File: config.mk
export PLATFORM = sky130hd
export DESIGN_NAME = pc_branch_sequencer_flat
export DESIGN_NICKNAME = d
export VERILOG_FILES = /design/src/rtl/pc_seq_pkg.sv /design/src/rtl/pc_branch_sequencer_if.sv /design/src/rtl/pc_counter_reg.sv /design/src/rtl/pc_branch_sequencer.sv /design/src/flat_wrapper.sv
export SDC_FILE = /design/constraint.sdc
export NUM_CORES = 1
export LEC_CHECK = 0
export BUFFER_PORTS_ARGS = -buffer_cell sky130_fd_sc_hd__buf_2
export CAP_MARGIN = 20
export CORE_MARGIN = 2
export CORE_UTILIZATION = 40
export DETAILED_ROUTE_END_ITERATION = 16
export PLACE_DENSITY = 0.65
export SYNTH_ARGS = -nofsm -noshare
export SYNTH_HDL_FRONTEND = slang
export SYNTH_SLANG_ARGS = --single-unit
File: constraint.sdc
create_clock -name i_clk -period 3.95 [get_ports i_clk]
set_clock_uncertainty 0.2 [all_clocks]
set_input_delay 0.79 -clock i_clk [delete_from_list [all_inputs] [get_ports i_clk]]
set_output_delay 0.79 -clock i_clk [all_outputs]
set_load 0.02 [all_outputs]
File: src/rtl/pc_seq_pkg.sv
// Shared types for the program-counter branch sequencer.
// State encoding and branch-target register chip-select levels.
package pc_seq_pkg;

   typedef enum logic [1:0] {
      IDLE    = 2'd0,
      FETCH   = 2'd1,
      BR_SEL  = 2'd2,
      BR_LOAD = 2'd3
   } state_t;

   localparam logic CS_DRIVE   = 1'b0;
   localparam logic CS_RELEASE = 1'b1;

   // The branch-target register owns the bus only in the two branch states.
   function automatic logic bus_owned(input state_t s);
      return (s == BR_SEL) || (s == BR_LOAD);
   endfunction

endpackage

File: src/rtl/pc_branch_sequencer_if.sv
// Fetch handshake and branch-target bus between the sequencer,
// instruction memory and the branch-target register.
interface pc_branch_sequencer_if #(
   parameter int NrOfBits = 16
);

   logic [NrOfBits-1:0] fetch_addr;
   logic                fetch_valid;
   logic                fetch_ready;
   logic [NrOfBits-1:0] br_bus;
   logic                br_cs;

   modport master (
      output fetch_addr,
      output fetch_valid,
      output br_cs,
      input  fetch_ready,
      input  br_bus
   );

   modport slave (
      input  fetch_addr,
      input  fetch_valid,
      input  br_cs,
      output fetch_ready,
      output br_bus
   );

endinterface

File: src/rtl/pc_counter_reg.sv
// Program counter register: clear to reset vector, parallel load,
// or advance by a fixed step with natural wrap at 2^NrOfBits.
module pc_counter_reg #(
   parameter int NrOfBits    = 16,
   parameter int StepSize    = 1,
   parameter int ResetVector = 0
) (
   input  logic                i_clk,
   input  logic                i_rst_n,
   input  logic                i_clear,
   input  logic                i_load,
   input  logic [NrOfBits-1:0] i_load_value,
   input  logic                i_inc,
   output logic [NrOfBits-1:0] o_value
);

   localparam logic [NrOfBits-1:0] RST_VAL =
      NrOfBits'(ResetVector);
   localparam logic [NrOfBits-1:0] STEP =
      NrOfBits'(StepSize);

   logic [NrOfBits-1:0] r_pc;

   always_ff @(posedge i_clk or negedge i_rst_n) begin
      if (!i_rst_n) begin
         r_pc <= RST_VAL;
      end else if (i_clear) begin
         r_pc <= RST_VAL;
      end else if (i_load) begin
         r_pc <= i_load_value;
      end else if (i_inc) begin
         r_pc <= r_pc + STEP;
      end
   end

   assign o_value = r_pc;

endmodule

File: src/rtl/pc_branch_sequencer.sv
// Program-counter sequencer: issues fetch addresses and redirects
// fetch by reading the branch-target register off the shared bus.
module pc_branch_sequencer
   import pc_seq_pkg::*;
#(
   parameter int NrOfBits    = 16,
   parameter int StepSize    = 1,
   parameter int ResetVector = 0
) (
   input  logic                         i_clk,
   input  logic                         i_rst_n,
   input  logic                         i_tick,
   input  logic                         i_run,
   input  logic                         i_stall,
   input  logic                         i_branch_req,
   pc_branch_sequencer_if.master        io_bus,
   output logic                         o_redirect,
   output logic                         o_busy
);

   state_t              r_state;
   state_t              w_state_nxt;
   logic                r_pending;
   logic                w_pending_nxt;
   logic                w_branch;
   logic                w_hs;
   logic                w_pc_clear;
   logic                w_pc_load;
   logic                w_pc_inc;
   logic [NrOfBits-1:0] w_pc;

   pc_counter_reg #(
      .NrOfBits    (NrOfBits),
      .StepSize    (StepSize),
      .ResetVector (ResetVector)
   ) u_pc (
      .i_clk        (i_clk),
      .i_rst_n      (i_rst_n),
      .i_clear      (w_pc_clear),
      .i_load       (w_pc_load),
      .i_load_value (io_bus.br_bus),
      .i_inc        (w_pc_inc),
      .o_value      (w_pc)
   );

   always_ff @(posedge i_clk or negedge i_rst_n) begin
      if (!i_rst_n) begin
         r_state   <= IDLE;
         r_pending <= 1'b0;
      end else begin
         r_state   <= w_state_nxt;
         r_pending <= w_pending_nxt;
      end
   end

   // FetchValid is high throughout FETCH, so ready alone completes it.
   assign w_hs     = io_bus.fetch_ready;
   assign w_branch = (r_pending | i_branch_req) & ~i_stall;

   always_comb begin
      w_state_nxt   = r_state;
      w_pending_nxt = r_pending;
      w_pc_clear    = 1'b0;
      w_pc_load     = 1'b0;
      w_pc_inc      = 1'b0;
      if (i_tick) begin
         unique case (r_state)
            IDLE: begin
               w_pending_nxt = 1'b0;
               w_pc_clear    = 1'b1;
               if (i_run) begin
                  w_state_nxt = FETCH;
               end
            end
            FETCH: begin
               w_pending_nxt = r_pending | i_branch_req;
               if (w_branch) begin
                  w_state_nxt = BR_SEL;
               end else if (!i_run && w_hs) begin
                  w_state_nxt   = IDLE;
                  w_pending_nxt = 1'b0;
                  w_pc_clear    = 1'b1;
               end else if (w_hs && !i_stall) begin
                  w_pc_inc = 1'b1;
               end
            end
            // Turnaround cycle: register drives, bus not yet sampled.
            BR_SEL: begin
               w_pending_nxt = 1'b0;
               w_state_nxt   = BR_LOAD;
            end
            BR_LOAD: begin
               w_pc_load   = 1'b1;
               w_state_nxt = FETCH;
            end
         endcase
      end
   end

   assign io_bus.fetch_addr  = w_pc;
   assign io_bus.fetch_valid = (r_state == FETCH);
   assign io_bus.br_cs       = bus_owned(r_state) ? CS_DRIVE
                                                  : CS_RELEASE;
   assign o_redirect         = (r_state == BR_LOAD);
   assign o_busy             = (r_state != IDLE);

endmodule
File: src/flat_wrapper.sv
// flat-port wrapper written by rule: the top's interface ports become plain ports
module pc_branch_sequencer_flat import pc_seq_pkg::*;
#(
   parameter int NrOfBits    = 16,
   parameter int StepSize    = 1,
   parameter int ResetVector = 0
)
  (i_clk, i_rst_n, i_tick, i_run, i_stall, i_branch_req, o_redirect, o_busy, io_bus_fetch_addr, io_bus_fetch_valid, io_bus_br_cs, io_bus_fetch_ready, io_bus_br_bus);
  pc_branch_sequencer_if #(.NrOfBits(NrOfBits)) io_bus_i ();
  input  logic i_clk;
  input  logic i_rst_n;
  input  logic i_tick;
  input  logic i_run;
  input  logic i_stall;
  input  logic i_branch_req;
  output logic o_redirect;
  output logic o_busy;
  output wire logic [$bits(io_bus_i.fetch_addr)-1:0] io_bus_fetch_addr;
  output wire logic [$bits(io_bus_i.fetch_valid)-1:0] io_bus_fetch_valid;
  output wire logic [$bits(io_bus_i.br_cs)-1:0] io_bus_br_cs;
  input wire logic [$bits(io_bus_i.fetch_ready)-1:0] io_bus_fetch_ready;
  input wire logic [$bits(io_bus_i.br_bus)-1:0] io_bus_br_bus;
  assign io_bus_fetch_addr = io_bus_i.fetch_addr;
  assign io_bus_fetch_valid = io_bus_i.fetch_valid;
  assign io_bus_br_cs = io_bus_i.br_cs;
  assign io_bus_i.fetch_ready = io_bus_fetch_ready;
  assign io_bus_i.br_bus = io_bus_br_bus;
  pc_branch_sequencer #(.NrOfBits(NrOfBits), .StepSize(StepSize), .ResetVector(ResetVector)) u_core (.i_clk(i_clk), .i_rst_n(i_rst_n), .i_tick(i_tick), .i_run(i_run), .i_stall(i_stall), .i_branch_req(i_branch_req), .io_bus(io_bus_i), .o_redirect(o_redirect), .o_busy(o_busy));
endmodule
# Word-level counts from Yosys, hierarchy flattened
# Cells that the tools add are included.
totals:
  ff_bits: 19
  input_bits: 23
  output_inout_bits: 20
  elab_cells: 46
op_classes:
  addsub: 1
  n_eq_ne: 5
  n_mux: 22
  bitwise_logic: 3
  reduce_logical: 12
ops:
  columns: ["cell", "count"]
  rows:
  - ["two-way mux 16 bit", 3]
  - ["adder 16 x 1 -> 16 bit (second input constant)", 1]
  - ["two-way mux 1 bit", 13]
  - ["case mux 2 bit (4 select lines)", 1]
  - ["two-way mux 2 bit", 3]
  - ["== test 2 bit (second input constant)", 2]
  - ["case mux 1 bit (2 select lines)", 2]
  - ["nonzero test 2 bit", 2]
  - ["inequality test 3 x 1 -> 1 bit (second input constant)", 1]
  - ["AND reduction 3 bit", 1]
  - ["nonzero test 3 bit", 1]
  - ["== test 2 x 1 -> 1 bit (second input constant)", 1]
  - ["logical AND 1 bit", 2]
  - ["zero test 1 bit", 2]
  - ["zero test 2 bit", 1]
  - ["inequality test 2 bit (second input constant)", 1]
  - ["AND reduction 2 bit", 1]
  - ["OR reduction 2 bit", 1]
  - ["AND 1 bit", 1]
  - ["logical OR 1 bit", 1]
  - ["NOT 1 bit", 1]
  - ["OR 1 bit", 1]

# Logic depth before layout (Yosys ltp)
# Gate-level depths: netlist (run 1).
logic_depth:
  ltp_word: 10
  depth_mapped: 8
  depth_no_buf: 6

# Cells and area by module
# From an unflattened synthesis (run 1), not the netlist that was laid out.
unflattened:
  cells_unflattened: 139
  hier_area_um2: 1288.7
modules_own_cells:
  columns: ["module", "instances", "cells_per_inst", "area_per_inst_um2", "seq_area_each_um2"]
  rows:
  - ["pc_counter_reg", 1, 106, 964.7, 400.4]
  - ["pc_branch_sequencer", 1, 33, 324.1, 75.1]

# Least setup slack after synthesis (run 1)
# OpenSTA, ideal clock, no wires.
synth_timing:
  kind: "input -> register"
  from: "input i_tick"
  to: "register u_core.u_pc.r_pc[15], in the netlist u_core.u_pc.o_value[15]"
  setup_time_ps: 126
  arrival_ps: 2135
  required_ps: 3624
  path_slack_ps: 1489
  path_stages: 6
  n_path_buf: 2
  cell_sequence: "buf_4 -> nand3b_2 -> or2_1 -> clkbuf_1 -> o311a_1 -> a311o_1"
synth_via:
  elab_chain_len: 3
  word_cells_on_any_way: 6
  cone_classes: "mux: 5; reduce/logical: 1"
synth_rtl:
  columns: ["element", "line_no", "source"]
  rows:
  - ["start, declared", "flat_wrapper.sv:12", "input logic i_tick;"]
  - ["two-way mux 1 bit", "pc_branch_sequencer.sv:66", "if (i_tick) begin"]
  - ["two-way mux 16 bit", "pc_counter_reg.sv:29", "end else if (i_load) begin"]
  - ["two-way mux 16 bit", "pc_counter_reg.sv:27", "end else if (i_clear) begin"]
  - ["end signal, assigned", "pc_counter_reg.sv:30", "r_pc <= i_load_value;"]
  - ["end signal, assigned", "pc_counter_reg.sv:32", "r_pc <= r_pc + STEP;"]
  - ["end, declared", "pc_counter_reg.sv:22", "logic [NrOfBits-1:0] r_pc;"]
# Several ways; a longest one is shown, not always the timed one.
# A chain may end at the register's enable or synchronous reset.

# Worst setup path in the final report (run 1)
layout_timing:
  from: "register u_core.r_state[1]"
  to: "register u_core.u_pc.r_pc[15], in the netlist u_core.u_pc.o_value[15]"
layout_via:
  elab_chain_len: 5
  word_cells_on_any_way: 12
  cone_classes: "eq/ne: 2; mux: 8; reduce/logical: 2"
layout_rtl:
  columns: ["element", "line_no", "source"]
  rows:
  - ["start, declared", "pc_branch_sequencer.sv:21", "state_t r_state;"]
  - ["start signal, assigned", "pc_branch_sequencer.sv:51", "r_state <= w_state_nxt;"]
  - ["== test 2 bit", "pc_branch_sequencer.sv:67", "unique case (r_state)"]
  - ["two-way mux 1 bit", "pc_branch_sequencer.sv:67", null]
  - ["two-way mux 1 bit", "pc_branch_sequencer.sv:66", null]
  - ["two-way mux 16 bit", "pc_counter_reg.sv:29", null]
  - ["two-way mux 16 bit", "pc_counter_reg.sv:27", null]
# Several ways; a longest one is shown, not always the timed one.

==> flow_summary.yaml, run 1 <==
hold_path:
  min_path_type: "in -> async"
worst_setup_path:
  reg2reg_setup_slack_ns: 1.29
  critical_path_class: "reg -> reg"
  path_cells: "inv_1, ha_1, nand4bb_1, or2_1, o311a_1, a311o_1"
  critPathSlowestCell: "or2_1"
  worstPathMaxFanout: 9
  crit_family: "simple AND/OR/NAND/NOR gates"
  cp.arrival_ns: 2.67
  max_stage_delay_ns: 0.45
  timing.rr.start: "u_core.r_state[1]$_DFFE_PN0P_"
  endpoint_kind: "register"
  r2r_cells: 6
  critPathLaunchType: "register"
  reg2reg_to: "u_core.u_pc.o_value[15]$_DFFE_PN0P_"
  required_ns: 3.96
  path_buf_inv: 1
global_routing:
  gr-usage-met3_pct: 3.93
  grt_max_degree: 28
  track_usage_pct: 19.0
  grt_remaining_overflow: 0
  grt_pass1_vias: 1186
  use_met2_pct: 29.8
  top_usage_layer: "met2"
  grt_pass1_wl_mm: 5.38
  use_met1_pct: 25.8
  antenna_found_initial: 0
timing:
  final_max_slew_viol_count: 0
  rsz0062_at_grt: "no"
  worstMarginPinSlew_ns: 0.819
  setup_viol: 0
  holdWs_ns: 0.207
  slew_headroom_pct: 45.3
  finalSetupTns_ns: 0
  fmax_ghz: 0.376
  min_period_over_period_pct: 67.3
  fin_crit_ns: 2.66
  hold_viol: 0
status:
  outcome: "complete, no violations"
synth:
  ys_seq_elements: 19
  synthDistinctLibCells: 42
  synthCells: 150
  synth_edf_count: 0
  synth_top_cell_by_area: "dfrtp_1"
  synth.area.top_cells: "dfrtp_1 35%, a211oi_1 6.2%, ha_1 5.6%"
  avgSynthCellArea_um2: 8.93
  synth.cell_area_um2: 1340
  async_flop_share_pct: 100
  synth.top_cell.area_share_pct: 35.5
  ys_warn_count: 0
  yosysSeqAreaShare_pct: 35.5
  ys.flop_type: "dfrtp_1"
  syn_nets: 179
power_and_ir_drop:
  cellPowerDensity_nw_per_um2: 474
  irDropWorstVdd_mv: 0.183
  p_leak_uw: 0.000732
drt:
  dr.pass1.iters: 4
  via_count: 1280
  wirelength_mm: 3.24
  drcViolationCount: 0
  routed_via_density: 5.45
  drt-initial-drc-count: 81
  ant_nets: 0
  routedWlPerCell_um: 13.8
cts:
  cts_made_buffers: 3
  cts.htree.levels: 1
  holdBufCountCts: 0
  cts_setup_buffers: 0
  clk-insertion-delay-late_ns: 0.31
  numClockSinks: 19
  tritoncts: "yes"
  path_clk_slew_ns: 0.12
  clock_path_buffers: 2
  cts.root.buffer_cell: "clkbuf_4"
  cts.repair.resized: 0
floorplanning:
  die_h_um: 61.9
  core_area_um2: 3280
  die_w_um: 61.9
  io_pins: 43
  initial_utilization_pct: 40.8
  dieArea_um2: 3830
  rows: 21
flow_run:
  drv_cap: 0
final_layout:
  area_delta_synth_final_pct: 19.3
  n_antenna_cell: 0
  final_nets: 219
  final_common_cell: "buf_2"
  most-common-layout-cells: "42 x buf_2, 19 x nor2_1, 19 x dfrtp_1"
  drive_gt1_share_pct: 29.1
place:
  portBuffers: 42
  gp_congestion: 0.859
  dpl.hpwl_mm: 2.42
-- area by class of cell --
type	count	area, um^2
Clock buffer	3	22.5
Clock inverter	1	5.00
Fill cell	341	1690
Inverter	6	22.5
Multi-Input combinational cell	117	798
Sequential cell	19	475
Tap cell	46	57.6
Timing Repair Buffer	43	218
-- how the worst max path moves through the flow --
stage / depth (start not counted) / end / slack, ns / start
floorplan: 6 / u_core.u_pc.o_value[15]$_DFFE_PN0P_ / 1.49 / i_tick
global placement: 5 / u_core.u_pc.o_value[15]$_DFFE_PN0P_ / 1.21 / i_branch_req
detailed placement: 5 / u_core.u_pc.o_value[15]$_DFFE_PN0P_ / 1.15 / i_branch_req
CTS: 6 / u_core.u_pc.o_value[15]$_DFFE_PN0P_ / 1.31 / u_core.r_state[1]$_DFFE_PN0P_
global route: 6 / u_core.u_pc.o_value[15]$_DFFE_PN0P_ / 1.18 / u_core.r_state[1]$_DFFE_PN0P_
finish: 6 / u_core.u_pc.o_value[15]$_DFFE_PN0P_ / 1.29 / u_core.r_state[1]$_DFFE_PN0P_
-- cell usage after synthesis, types with 2 or more instances --
| cell | n |
|---|---|
| dfrtp_1 | 19 |
| nor2_1 | 19 |
| a211oi_1 | 11 |
| nand2_1 | 11 |
| nor4_1 | 10 |
| xnor2_1 | 8 |
| ha_1 | 6 |
| inv_1 | 6 |
| nand3_1 | 5 |
| a21oi_1 | 4 |
| clkbuf_1 | 4 |
| nor3_1 | 4 |
| o21ai_0 | 4 |
| a311oi_1 | 3 |
| a211o_1 | 2 |
| and3_1 | 2 |
| and4_1 | 2 |
| buf_2 | 2 |
| mux2i_1 | 2 |
| nand4_1 | 2 |
| nor2b_1 | 2 |
| o31a_2 | 2 |
-- cell families after synthesis --
| family | count (synthesis) | share of synthesized area (%) |
|---|---|---|
| buf+inv | 14 | 4.95 |
| xor+xnor | 8 | 5.23 |
| fa+ha+maj | 6 | 5.60 |
| compound gates | 32 | 17.6 |
| flops | 19 | 35.5 |
| mux | 2 | 1.49 |
| simple gates | 69 | 29.6 |
-- per-layer routing --
metal  share of wire [%]  routed length, um  vias up
met5                   0                  0        -
met4                 1.9                 63        0
met3                 4.8                154        6
met2                  46               1480       34
met1                  48               1540      601
li1                    -                  -      639
-- sequential cells by signal, indices dropped and copies added (netlist names) --
name                 cells
u_core.u_pc.o_value     16
u_core.r_state           2
u_core.r_pending         1
-- metrics by stage --
step | area [um^2] | std cells | util (%) | total power (uW) | setup slack, ns
5_1_grt | 1600 | 235 | 48.7 | 818 | 1.18
4_1_cts | 1600 | 235 | 48.7 | 763 | 1.31
6_report | 1600 | 235 | 48.7 | 757 | 1.29
2_1_floorplan | 1340 | 150 | - | 540 | 1.49
3_5_place_dp | 1570 | 231 | 47.8 | 656 | 1.15
3_3_place_gp | 1570 | 231 | 47.8 | 644 | 1.21
-- power breakdown --
part	internal, uW	switching (uW)
clock	37.9	66.1
sequential	240	58.5
combinational	141	214
total	419	338
Note: power is estimated with default switching activity, not from simulation.
==> inputs of run 2 (changes only) <==
--- a/config.mk
+++ b/config.mk
@@ -5,12 +5,12 @@
 export SDC_FILE = /design/constraint.sdc
 export NUM_CORES = 1
 export LEC_CHECK = 0
+export ABC_AREA = 1
 export BUFFER_PORTS_ARGS = -buffer_cell sky130_fd_sc_hd__buf_2
 export CAP_MARGIN = 20
 export CORE_MARGIN = 2
 export CORE_UTILIZATION = 40
 export DETAILED_ROUTE_END_ITERATION = 16
-export PLACE_DENSITY = 0.65
 export SYNTH_ARGS = -nofsm -noshare
 export SYNTH_HDL_FRONTEND = slang
 export SYNTH_SLANG_ARGS = --single-unit
==> constraint.sdc (replaced) <==
create_clock -name i_clk -period 2.6 [get_ports i_clk]
set_clock_uncertainty 0.2 [all_clocks]
set_input_delay 0.52 -clock i_clk [delete_from_list [all_inputs] [get_ports i_clk]]
set_output_delay 0.52 -clock i_clk [all_outputs]
set_load 0.02 [all_outputs]
==> run 2 against run 1 <==
Via count up 23%. Hold slack worse by 0.20 ns. Critical endpoint is now io_bus_br_cs. Clock-buffer cell count unchanged. Sequential power up 24%. Highest routed layer unchanged. Routed wire length up 19%. Utilization up 0.63 points. Sequential share of layout area down 3.2 points.
==> flow_summary.yaml, run 2 <==
synth:
  ys.flop_type: "dfrtp_1"
  yosysSeqAreaShare_pct: 31.8
  synth.top_cell.area_share_pct: 31.8
  avgSynthCellArea_um2: 6.44
  async_flop_share_pct: 100
  ys_warn_count: 0
  synth_top_cell_by_area: "dfrtp_1"
  synthCells: 232
  synth_common_cells: "86 x nand2_1, 26 x nor2_1, 20 x inv_1"
  ys_seq_elements: 19
  synth.area.top_cells: "dfrtp_1 32%, nand2_1 22%, nor2_1 6.5%"
  syn_nets: 261
  synthDistinctLibCells: 26
  synth_most_common_cell: "nand2_1"
  synth_edf_count: 0
  synth.cell_area_um2: 1490
global_routing:
  antenna_found_initial: 0
  grt_max_degree: 20
  grt_pass1_wl_mm: 6.71
  grt_remaining_overflow: 0
  track_usage_pct: 20.1
  grt_pass1_vias: 1433
drt:
  ant_nets: 0
  wirelength_mm: 3.85
  drt-initial-drc-count: 102
  routed_via_density: 4.85
  via_count: 1568
  drcViolationCount: 0
  dr.pass1.iters: 4
  routedWlPerCell_um: 11.9
status:
  outcome: "complete, no violations"
power_and_ir_drop:
  switchingPower_uw: 447
  p_int_uw: 573
  comb_power_share_pct: 43.0
  swShare_pct: 43.8
  irDropWorstVdd_mv: 0.415
  power_frac_clock_pct: 20.7
  p_leak_uw: 0.000958
  pwr-share-seq_pct: 36.3
  cellPowerDensity_nw_per_um2: 569
final_layout:
  most-common-layout-cells: "86 x nand2_1, 42 x buf_2, 26 x nor2_1"
  final_common_cell: "nand2_1"
  drive_gt1_share_pct: 24.0
  area_delta_synth_final_pct: 19.9
  largest_reg_flops: 16
  n_antenna_cell: 0
  final_nets: 305
  fill_cells: 405
floorplanning:
  initial_utilization_pct: 41.1
  die_h_um: 65.1
  rows: 22
  dieArea_um2: 4240
  io_pins: 43
  core_area_um2: 3630
  die_w_um: 65.1
timing:
  hold_viol: 0
  slew_headroom_pct: 69.4
  worstMarginPinSlew_ns: 0.459
  finalSetupTns_ns: 0
  min_period_over_period_pct: 78.4
  setup_viol: 0
  fmax_ghz: 0.491
  worst_slack_ns: 0.562
  fin_crit_ns: 2.04
  final_max_slew_viol_count: 0
  rsz0062_at_grt: "no"
hold_path:
  min_path_type: "in -> async"
cts:
  holdBufCountCts: 0
  tritoncts: "yes"
  numClockSinks: 19
  cts_made_buffers: 3
  path_clk_slew_ns: 0.08
  clock_path_buffers: 2
  clk-insertion-delay-late_ns: 0.26
  cts.htree.levels: 1
  cts.repair.resized: 0
  cts.root.buffer_cell: "clkbuf_8"
  cts_setup_buffers: 0
worst_setup_path:
  r2r_cells: 5
  critical_path_class: "reg -> out"
  timing.rr.start: "u_core.r_state[0]$_DFFE_PN0P_"
  path_cells: "inv_1, ha_1, nor2_1, buf_2"
  endpoint_kind: "output pin"
  required_ns: 1.88
  cp.arrival_ns: 1.32
  worstPathMaxFanout: 5
  max_stage_delay_ns: 0.42
  critPathSlowestCell: "dfrtp_1"
  reg2reg_setup_slack_ns: 0.69
  reg2reg_to: "u_core.u_pc.o_value[5]$_DFFE_PN0P_"
  critPathLaunchType: "register"
place:
  dp_slack_ns: 0.682
  dpl.hpwl_mm: 2.88
  portBuffers: 42
  gp_congestion: 0.808
flow_run:
  drv_cap: 0
==> run 2: stage by stage <==
stage	hold WS [ns]	power (uW)	instances	area (um^2)	util (%)
2_1_floorplan	0.0244	694	232	1490	-
3_3_place_gp	0.303	817	319	1750	48.0
3_5_place_dp	0.303	818	319	1750	48.0
4_1_cts	0.0162	1030	323	1790	49.3
5_1_grt	0.0427	1110	323	1790	49.3
6_report	0.00510	1020	323	1790	49.3
==> run 2: power groups by stage <==
stage / sequential [uW] / combinational, uW / clock [uW]
CTS: 369 / 443 / 223
floorplan: 382 / 312 / 0
detailed placement: 375 / 442 / 0
finish: 370 / 438 / 212
global route: 375 / 506 / 232
global placement: 375 / 442 / 0
==> run 2: area by class of cell <==
class	instances	area [um^2]	share of cell area, %
multi-input cells	185	897	50.1
flip-flops and latches	19	475	26.5
repair buffers	43	218	12.2
inverters	24	95.1	5.31
well taps	48	60.1	3.35
clock buffers	3	41.3	2.30
clock inverters	1	5.00	0.279
==> run 2: logic make-up (layout without fill, tap and decap cells) <==
kind of cell | count (synthesis) | count (layout) | synth area share, %
buffers and inverters | 28 | 71 | 8.12
flip-flops | 19 | 19 | 31.8
AND/OR/NAND/NOR | 153 | 153 | 45.1
AO/OA/AOI/OAI | 25 | 25 | 9.30
XOR/XNOR | 1 | 1 | 0.586
adder cells (fa/ha/maj) | 6 | 6 | 5.02
==> run 2: worst max-delay path, delay by kind of cell, from the launching register on <==
| family | cells | cell delay (ns) |
|---|---|---|
| adder cells (fa/ha/maj) | 1 | 0.21 |
| buffers and inverters | 2 | 0.28 |
| flip-flops | 1 | 0.42 |
| AND/OR/NAND/NOR | 1 | 0.15 |
==> run 2: worst max-delay path by stage <==
stage                                   from                                   to  slack (ns)  cells past startpoint
2_1_floorplan  u_core.r_state[0]$_DFFE_PN0P_                         io_bus_br_cs        0.81                      2
3_3_place_gp                         i_stall  u_core.u_pc.o_value[13]$_DFFE_PN0P_        0.73                     10
3_5_place_dp   u_core.r_state[0]$_DFFE_PN0P_  u_core.u_pc.o_value[11]$_DFFE_PN0P_        0.68                      6
4_1_cts        u_core.r_state[0]$_DFFE_PN0P_                         io_bus_br_cs        0.57                      4
5_1_grt        u_core.r_state[0]$_DFFE_PN0P_                         io_bus_br_cs        0.44                      4
6_report       u_core.r_state[0]$_DFFE_PN0P_                         io_bus_br_cs        0.56                      4
==> run 2: metal layers <==
layer	part of all wire [%]	GRT usage (%)	vias up
met5	0	0	-
met4	0.49	4.69	0
met3	4.2	2.05	2
met2	45	32.6	34
met1	50	29.0	710
li1	-	-	822
==> inputs of run 3 (changes only) <==
==> constraint.sdc (replaced) <==
create_clock -name i_clk -period 2.05 [get_ports i_clk]
set_clock_uncertainty 0.2 [all_clocks]
set_input_delay 0.41 -clock i_clk [delete_from_list [all_inputs] [get_ports i_clk]]
set_output_delay 0.41 -clock i_clk [all_outputs]
set_load 0.02 [all_outputs]
==> run 3 against run 2 <==
Routed wire length decreased by 2.7%. Highest routed layer unchanged. Register-to-register slack got worse by 0.48 ns. Non-clock buffer count rose by 1. Final area is 0.49% higher. Critical path depth is 1 lower.
==> flow_summary.yaml, run 3 (same netlist as run 2, synthesis figures left out) <==
status:
  outcome: "complete, no violations"
final_layout:
  final_nets: 306
  most-common-layout-cells: "86 x nand2_1, 42 x buf_2, 26 x nor2_1"
  largest_reg_flops: 16
  n_antenna_cell: 0
  area_delta_synth_final_pct: 20.5
  final_common_cell: "nand2_1"
  drive_gt1_share_pct: 23.6
cts:
  cts.root.buffer_cell: "clkbuf_8"
  clk-insertion-delay-late_ns: 0.26
  clock_path_buffers: 2
  tritoncts: "yes"
  cts_made_buffers: 3
  numClockSinks: 19
  cts.htree.levels: 1
  path_clk_slew_ns: 0.08
  cts_setup_buffers: 0
global_routing:
  grt_remaining_overflow: 0
  grt_pass1_wl_mm: 6.33
  track_usage_pct: 19.2
  grt_pass1_vias: 1376
  grt_max_degree: 20
  antenna_found_initial: 0
drt:
  drt-initial-drc-count: 70
  routed_via_density: 4.79
  wl_met1_mm: 1.94
  top_layer: "met4"
  routed-wl-met2_mm: 1.63
  via_count: 1553
  ant_nets: 0
  drcViolationCount: 0
  routedWlPerCell_um: 11.6
  dr.pass1.iters: 4
  wirelength_mm: 3.75
  wl_met3_um: 141
timing:
  worst_slack_ns: 0.169
  fin_crit_ns: 1.88
  setup_viol: 0
  finalSetupTns_ns: 0
  hold_viol: 0
  min_period_over_period_pct: 91.8
  final_max_slew_viol_count: 0
  worstMarginPinSlew_ns: 0.473
  fmax_ghz: 0.532
  rsz0062_at_grt: "no"
  slew_headroom_pct: 68.5
place:
  dpl.hpwl_mm: 2.82
  gp_congestion: 0.777
  dp_slack_ns: 0.233
  portBuffers: 42
worst_setup_path:
  critical_path_class: "reg -> out"
  endpoint_kind: "output pin"
  r2r_cells: 5
  critPathSlowestCell: "dfrtp_1"
  path_cells: "ha_1, nor2_1, buf_2"
  max_stage_delay_ns: 0.43
  critPathLaunchType: "register"
  worstPathMaxFanout: 5
  required_ns: 1.44
  cp.arrival_ns: 1.27
power_and_ir_drop:
  cellPowerDensity_nw_per_um2: 715
  irDropWorstVdd_mv: 0.528
  p_leak_uw: 0.000960
floorplanning:
  io_pins: 43
  die_h_um: 65.1
  initial_utilization_pct: 41.1
  die_w_um: 65.1
  rows: 22
  dieArea_um2: 4240
  core_area_um2: 3630
flow_run:
  drv_cap: 0
hold_path:
  min_path_type: "in -> reg"
  min_path_cells: 5
==> run 3: cell types whose count changed in the layout (fill, tap and decap cells not counted) <==
cell and delta:
clkinv_2 -1, clkbuf_1 +1, dlygate4sd3_1 +1
==> run 3: final timing paths <==
path | from | to | slack [ns]
worst max-delay path | u_core.r_state[0]$_DFFE_PN0P_ | io_bus_br_cs | 0.17
worst min-delay path | io_bus_br_bus[1] | u_core.u_pc.o_value[1]$_DFFE_PN0P_ | 0.23
worst max register to register | u_core.r_state[0]$_DFFE_PN0P_ | u_core.u_pc.o_value[5]$_DFFE_PN0P_ | 0.21
worst min register to register | u_core.u_pc.o_value[15]$_DFFE_PN0P_ | u_core.u_pc.o_value[15]$_DFFE_PN0P_ | 0.34
max in group asynchronous | i_rst_n | u_core.r_state[0]$_DFFE_PN0P_ | 0.89
min in group asynchronous | i_rst_n | u_core.u_pc.o_value[9]$_DFFE_PN0P_ | 0.44
==> run 3: power breakdown <==
group          leakage (uW)  internal [uW]  switching, uW
Clock             0.0000228            138            133
Sequential         0.000262            417           52.2
Combinational      0.000675            176            372
Total              0.000960            731            557
==> run 3: what timing repair did <==
item,in CTS,in global routing
endpoints found under the hold margin,19,0
resized for setup,0,0
hold buffers,1,0
==> run 3: area by class of cell <==
cell class,instances,area [um^2]
multi-input combinational,185,897
tap,48,60.1
sequential,19,475
inverter,24,95.1
timing repair buffer,44,228
clock buffer,4,45.0
fill,409,1830
==> run 3: per-layer routing <==
| metal | track usage, % | vias up |
|---|---|---|
| met3 | 2.05 | 4 |
| li1 | - | 830 |
| met2 | 29.8 | 30 |
| met1 | 28.4 | 689 |
| met4 | 5.73 | 0 |
| met5 | 0 | - |
==> run 3: worst max-delay path: cells and delay by family, from the launching register on <==
kind | cells | cell delay (ns)
adder cells (fa/ha/maj) | 1 | 0.26
buffers and inverters | 1 | 0.18
flip-flops | 1 | 0.43
AND/OR/NAND/NOR | 1 | 0.15
==> run 3: through the flow <==
step	std cells	area, um^2	power [uW]	hold WS, ns	utilization (%)
final	324	1800	1290	0.233	49.6
after detailed placement	319	1750	1030	0.196	48.0
after global routing	324	1800	1400	0.277	49.6
after global placement	319	1750	1030	0.197	48.0
after CTS	324	1800	1300	0.237	49.6
after floorplan	232	1490	880	-0.0856	-
